<file path="src/rtl/i2c_regfile_responder.sv">
// i2c_regfile_responder
//   I2C target holding a byte-addressed register file. SCL/SDA are oversampled
//   on Clk_i, START/STOP are decoded, and the 7-bit address I2C_ADDR is answered.
//   Supports pointer-write, burst data-write and data-read transfers. The SDA
//   pad is open-drain: Sda_oe_o=1 pulls the line low.
// Ports
//   Clk_i       system clock, at least 16x SCL
//   Rst_n_i     asynchronous active-low reset (register contents are kept)
//   Scl_i       SCL line sample (never stretched by this target)
//   Sda_i       SDA line sample
//   Sda_oe_o    1 = pull SDA low, 0 = release
//   Hwr_en_i    host-side register write strobe
//   Hwr_addr_i  host-side write address (LSBs used when MEM_SIZE < 256)
//   Hwr_data_i  host-side write data
//   Busy_o      1 from own-address ACK until the next START/STOP
//   Ptr_o       current register pointer (upper bits zero when MEM_SIZE < 256)
module i2c_regfile_responder #(
    parameter logic [6:0]  I2C_ADDR = 7'b001_0000,
    parameter int unsigned MEM_SIZE = 256,
    parameter bit          RD_BURST = 1'b0
) (
    input  logic       Clk_i,
    input  logic       Rst_n_i,
    input  logic       Scl_i,
    input  logic       Sda_i,
    output logic       Sda_oe_o,
    input  logic       Hwr_en_i,
    input  logic [7:0] Hwr_addr_i,
    input  logic [7:0] Hwr_data_i,
    output logic       Busy_o,
    output logic [7:0] Ptr_o
);

    localparam int unsigned AW    = (MEM_SIZE > 1) ? $clog2(MEM_SIZE) : 1;
    localparam logic [7:0]  PMASK = 8'(MEM_SIZE - 1);

    typedef enum logic [3:0] {
        IDLE, ADDR, ADDR_ACK, PTR, PTR_ACK, WDATA, WDATA_ACK, RDATA, RACK
    } state_t;

    logic [7:0] mem [MEM_SIZE];

    logic [1:0] scl_sync, sda_sync;
    logic       scl_d, sda_d;
    logic       scl_rise, scl_fall, start_det, stop_det, sda_s;

    state_t     state, state_n;
    logic [3:0] cnt, cnt_n;
    logic [7:0] shreg, shreg_n;
    logic [7:0] ptr, ptr_n;
    logic       sda_oe, sda_oe_n;
    logic       busy, busy_n;
    logic       rw, rw_n;
    logic       ack_on, ack_on_n;
    logic       mem_we;
    logic [7:0] shift_in, ptr_inc, rd_byte;

    // 2-FF synchronizers plus one edge-detect stage, idle-high preset
    always_ff @(posedge Clk_i or negedge Rst_n_i) begin
        if (!Rst_n_i) begin
            scl_sync <= '1;
            sda_sync <= '1;
            scl_d    <= 1'b1;
            sda_d    <= 1'b1;
        end else begin
            scl_sync <= {scl_sync[0], Scl_i};
            sda_sync <= {sda_sync[0], Sda_i};
            scl_d    <= scl_sync[1];
            sda_d    <= sda_sync[1];
        end
    end

    assign sda_s     = sda_sync[1];
    assign scl_rise  =  scl_sync[1] & ~scl_d;
    assign scl_fall  = ~scl_sync[1] &  scl_d;
    assign start_det =  scl_sync[1] & scl_d & sda_d & ~sda_s;
    assign stop_det  =  scl_sync[1] & scl_d & ~sda_d & sda_s;

    assign shift_in = {shreg[6:0], sda_s};
    assign ptr_inc  = (ptr + 8'd1) & PMASK;
    assign rd_byte  = mem[ptr[AW-1:0]];

    always_ff @(posedge Clk_i or negedge Rst_n_i) begin
        if (!Rst_n_i) begin
            state  <= IDLE;
            cnt    <= '0;
            shreg  <= '0;
            ptr    <= '0;
            sda_oe <= 1'b0;
            busy   <= 1'b0;
            rw     <= 1'b0;
            ack_on <= 1'b0;
        end else begin
            state  <= state_n;
            cnt    <= cnt_n;
            shreg  <= shreg_n;
            ptr    <= ptr_n;
            sda_oe <= sda_oe_n;
            busy   <= busy_n;
            rw     <= rw_n;
            ack_on <= ack_on_n;
        end
    end

    always_comb begin
        state_n  = state;
        cnt_n    = cnt;
        shreg_n  = shreg;
        ptr_n    = ptr;
        sda_oe_n = sda_oe;
        busy_n   = busy;
        rw_n     = rw;
        ack_on_n = ack_on;
        mem_we   = 1'b0;

        if (stop_det) begin
            state_n  = IDLE;
            cnt_n    = '0;
            sda_oe_n = 1'b0;
            busy_n   = 1'b0;
            ack_on_n = 1'b0;
        end else if (start_det) begin
            state_n  = ADDR;
            cnt_n    = '0;
            sda_oe_n = 1'b0;
            busy_n   = 1'b0;
            ack_on_n = 1'b0;
        end else begin
            unique case (state)
                IDLE: ;
                ADDR, PTR, WDATA: begin
                    if (scl_rise) begin
                        shreg_n = shift_in;
                        cnt_n   = cnt + 4'd1;
                        if (cnt == 4'd7) begin
                            cnt_n = '0;
                            if (state == ADDR) begin
                                rw_n    = sda_s;
                                state_n = (shift_in[7:1] == I2C_ADDR) ? ADDR_ACK : IDLE;
                            end else if (state == PTR) begin
                                ptr_n   = shift_in & PMASK;
                                state_n = PTR_ACK;
                            end else begin
                                mem_we  = 1'b1;
                                ptr_n   = ptr_inc;
                                state_n = WDATA_ACK;
                            end
                        end
                    end
                end
                // First fall after bit 8 asserts ACK, the fall after bit 9 ends it
                ADDR_ACK, PTR_ACK, WDATA_ACK: begin
                    if (scl_fall) begin
                        if (!ack_on) begin
                            sda_oe_n = 1'b1;
                            ack_on_n = 1'b1;
                            if (state == ADDR_ACK) busy_n = 1'b1;
                        end else begin
                            ack_on_n = 1'b0;
                            sda_oe_n = 1'b0;
                            cnt_n    = '0;
                            if (state == ADDR_ACK && rw) begin
                                shreg_n  = rd_byte;
                                sda_oe_n = ~rd_byte[7];
                                state_n  = RDATA;
                            end else if (state == ADDR_ACK) begin
                                state_n = PTR;
                            end else begin
                                state_n = WDATA;
                            end
                        end
                    end
                end
                // Bit 7 is already on the line on entry; each fall puts out the next
                RDATA: begin
                    if (scl_rise && cnt != 4'd8) begin
                        cnt_n = cnt + 4'd1;
                    end else if (scl_fall) begin
                        if (cnt == 4'd8) begin
                            sda_oe_n = 1'b0;
                            cnt_n    = '0;
                            state_n  = RACK;
                        end else begin
                            sda_oe_n = ~shreg[~cnt[2:0]];
                        end
                    end
                end
                // cnt==1 marks a master ACK seen on the 9th rising edge
                RACK: begin
                    if (scl_rise) begin
                        if (sda_s) begin
                            state_n = IDLE;
                        end else begin
                            cnt_n = 4'd1;
                            if (RD_BURST) ptr_n = ptr_inc;
                        end
                    end else if (scl_fall && cnt == 4'd1) begin
                        shreg_n  = rd_byte;
                        sda_oe_n = ~rd_byte[7];
                        cnt_n    = '0;
                        state_n  = RDATA;
                    end
                end
                default: state_n = IDLE;
            endcase
        end
    end

    // Register file: no reset; an I2C write beats a same-cycle host write
    always_ff @(posedge Clk_i) begin
        if (mem_we) begin
            mem[ptr[AW-1:0]] <= shift_in;
        end else if (Hwr_en_i) begin
            mem[Hwr_addr_i[AW-1:0]] <= Hwr_data_i;
        end
    end

    assign Sda_oe_o = sda_oe;
    assign Busy_o   = busy;
    assign Ptr_o    = ptr;

endmodule

</file>
<file path="config.mk">
export PLATFORM = sky130hd
export DESIGN_NAME = i2c_regfile_responder
export DESIGN_NICKNAME = d
export VERILOG_FILES = /design/src/rtl/i2c_regfile_responder.sv
export SDC_FILE = /design/constraint.sdc
export NUM_CORES = 2
export LEC_CHECK = 0
export ABC_CLOCK_PERIOD_IN_PS = 36100
export CAP_MARGIN = 40
export CORE_UTILIZATION = 35
export CTS_BUF_LIST = sky130_fd_sc_hd__clkbuf_4 sky130_fd_sc_hd__clkbuf_8
export CTS_CLUSTER_DIAMETER = 50
export DETAILED_ROUTE_END_ITERATION = 12
export PLACE_DENSITY_LB_ADDON = 0.2
export SETUP_SLACK_MARGIN = 0.02
export SYNTH_ARGS = -nofsm -noshare
export SYNTH_HDL_FRONTEND = slang
export SYNTH_SLANG_ARGS = --single-unit
export TNS_END_PERCENT = 50
</file>
<file path="constraint.sdc">
create_clock -name Clk_i -period 36.1 [get_ports Clk_i]
set_input_delay 7.22 -clock Clk_i [delete_from_list [all_inputs] [get_ports Clk_i]]
set_output_delay 7.22 -clock Clk_i [all_outputs]
set_load 0.01 [all_outputs]
</file>
==> summary.txt <==
Synthesis
  • Post-synth top area share: 74.82%
  • Post-Synth Adder-Cell Area: 0.06088%
  • Mapped Area: 0.08220 mm²
  • Top cells by count, synth: edfxtp_1, mux4_2, nor2_1, mux2i_1, nand2_1
  • Ys Warns: 0
  • Ys flop type: edfxtp_1
  • Largest family of logic cells by synthesized area: multiplexers
  • Synth area leaders: edfxtp_1, mux4_2, mux2i_1
  • Cell with the most instances after synthesis: edfxtp_1
  • Syn nets: 4106
  • Post-synthesis xor/xnor area fraction: 0.03196%
  • Post-synth EDFFs: 2048
  • Sequential fraction of the synthesis area: 75.86%
  • FF+latch count, synth: 2082
  • Post-synthesis mux area share: 15.28%
  • Synth Instances: 4081
  • Avg Inst Size Synth: 20.14 µm²
  • Simple-Gate Fraction of Synth Area: 3.263%
  • Post-synth ARST share: 1.633%
  • Netlist cell types: 77
  • Cell taking the most area after synthesis: edfxtp_1
  • Synth Area in Compound Gates: 3.697%

Floorplan
  • Die Ht: 486.6 µm
  • Starting Density: 35.28%
  • DIE AREA: 0.2368 mm²
  • I/O pins: 31
  • FP Rows: 177
  • Core area: 0.2330 mm²
  • Die width: 486.6 µm

STA
  • Final hold violation count: 0
  • Setup TNS: 0 ns
  • Tmin final: 10.20 ns
  • Smallest setup slack after layout: 25.90 ns
  • Slew @ Worst Pin: 1.074 ns
  • RSZ-0062 raised after global routing: false
  • Relative slew slack: 28.41%
  • Final Skew: 0.09690 ns
  • Final period util: 28.24%
  • Highest clock rate: 98.09 MHz
  • Endpoints failing setup: 0
  • Final count of pins violating max slew: 0

Power
  • Worst vdd ir: 43.28 µV
  • Tot Pwr: 5100 µW
  • Power per cell area: 54.61 mW/mm²
  • Leakage: 0.02816 µW

Route
  • Drc violations: 0
  • Vias after detailed routing: 42.57k
  • Final wirelength: 244900 µm
  • Post-DR vias/cell: 5.499
  • Antenna-violating nets left: 0
  • First-pass detailed-route iteration total: 6
  • Initial drt markers: 4998
  • WL per Instance: 31.64 µm

GRT
  • Vias in the first global route: 43.60k
  • First-pass GRT wire length: 344800 µm
  • Initial antenna violation count: 18
  • Pin count of the biggest net entering global routing: 183
  • GRT Total Usage: 20.70%
  • Gr ovfl total: 0

Cells and area
  • Number of nets in the layout: 4386
  • Fraction of layout cells with a size suffix above 1: 26.15%
  • Layout area overhead: 13.60%
  • Final core occ: 40.08%
  • Cell Count, Final, Fillers Out: 7741

Worst setup path
  • Endpoint required time on the critical path: 36.72 ns
  • CP Class: primary input to register
  • CP Launch Type: primary input
  • Maximum fanout along the worst path: 32
  • Crit. End Element: register
  • Crit path DAT: 10.81 ns

Clock tree
  • Hold buffers post-CTS: 0
  • CTS H-tree lvls: 5
  • Max Root-Sink Buffers: 4
  • Clock insertion delay at the later pin of the skew report: 1.08 ns
  • Worst-path clk slew: 0.05 ns
  • CTS tree: done
  • Clock Root Buffer: clkbuf_8
  • Post-cts sizing count: 0
  • Clk sinks: 2082
  • CTS Buf Count: 358
  • Post-CTS setup buffers: 0

Status
  • Status: finished clean

Place
  • PortBufs: 30
  • DP Worst Slack: 25.01 ns
  • Gpl congestion: 0.8301
  • Post-Place Cells: 7131
  • DP HPWL: 151400 µm

Run
  • MaxCap Viol Count: 0

Hold path
  • Hold Crit Class: register to register
-- routing by layer --
metal	GRT usage, %	share of wire [%]
met5	0	0.013
met4	6.501	2.8
met3	4.501	8.0
met2	32.34	47
met1	28.81	42
-- flip-flops by register name (all words and copies together) (netlist names) --
register and count:
Busy_o 1, Ptr_o 8, Sda_oe_o 1, ack_on 1, cnt 4, mem 2048, rw 1, scl_d 1
scl_sync 2, sda_d 1, sda_sync 2, shreg 8, state 4
-- cells in the final DEF (no fill, tap or decap), drive strengths merged, types with 8 or more instances in the layout --
cell           instances
edfxtp              2048
mux4                 464
clkbuf               451
nor2                 300
mux2i                187
nand2                159
buf                  143
clkinv               133
a21oi                 89
o21ai                 63
a22oi                 61
nand3                 48
o221ai                36
nor3                  31
clkdlybuf4s50         29
dfrtp                 28
o22ai                 27
a221oi                26
a22o                  21
mux2                  21
nand3b                16
a31oi                 14
bufinv                14
o31ai                 14
nand2b                12
nor4                  12
inv                   12
and2                  10
a211oi                 9
a221o                  9
o211ai                 8
-- worst paths after layout --
check                             from          end  slack, ns  cells past startpoint
max in group asynchronous      Rst_n_i  scl_sync[1]      29.72                      2
min reg2reg                sda_sync[0]  sda_sync[1]       0.33                      0
max reg2reg                   Ptr_o[0]     shreg[2]      29.13                     11
min in group asynchronous      Rst_n_i           rw       6.12                      2
max                           Hwr_en_i   mem[47][1]      25.90                      8
min                        sda_sync[0]  sda_sync[1]       0.33                      0
-- logic make-up after synthesis --
group	count (synthesis)
buffers and inverters	265
and+or+nand+nor	622
adders and majority gates	4
DFF	2082
muxes	672
AOI/OAI and AO/OA	433
xor gates and xnor gates	3
-- cell type report --
cell class                      count  area, µm²
Multi-Input combinational cell   1734      18520
Fill cell                       20855     139600
Inverter                           12      50.05
Antenna cell                        4      10.01
Clock buffer                      451       5669
Tap cell                         3132       3919
Sequential cell                  2082      62370
Clock inverter                    153       1051
Timing Repair Buffer              173       1785
-- critical path, cell delays in order --
cell and delay, ns:
clkdlybuf4s50_1 0.59, o41a_2 0.18, buf_4 0.35, nand3_1 0.12
o21ai_1 0.32, nand3_1 0.79, buf_4 0.52, nor2_1 0.66
-- power breakdown --
group,leakage [µW],internal (µW),switching [µW]
sequential,0.0190,2770,15.2
combinational,0.00559,41.2,201
clock,0.00355,1120,944
-- metrics by stage --
stage               hold slack (ns)  instance area (µm²)
CTS                          0.3243                93350
finish                       0.3317                93380
floorplan                    0.3452                82200
detailed placement           0.3497                86630
global placement             0.3498                85960
global route                 0.3382                93370
Note: power is estimated with default switching activity, not from simulation.
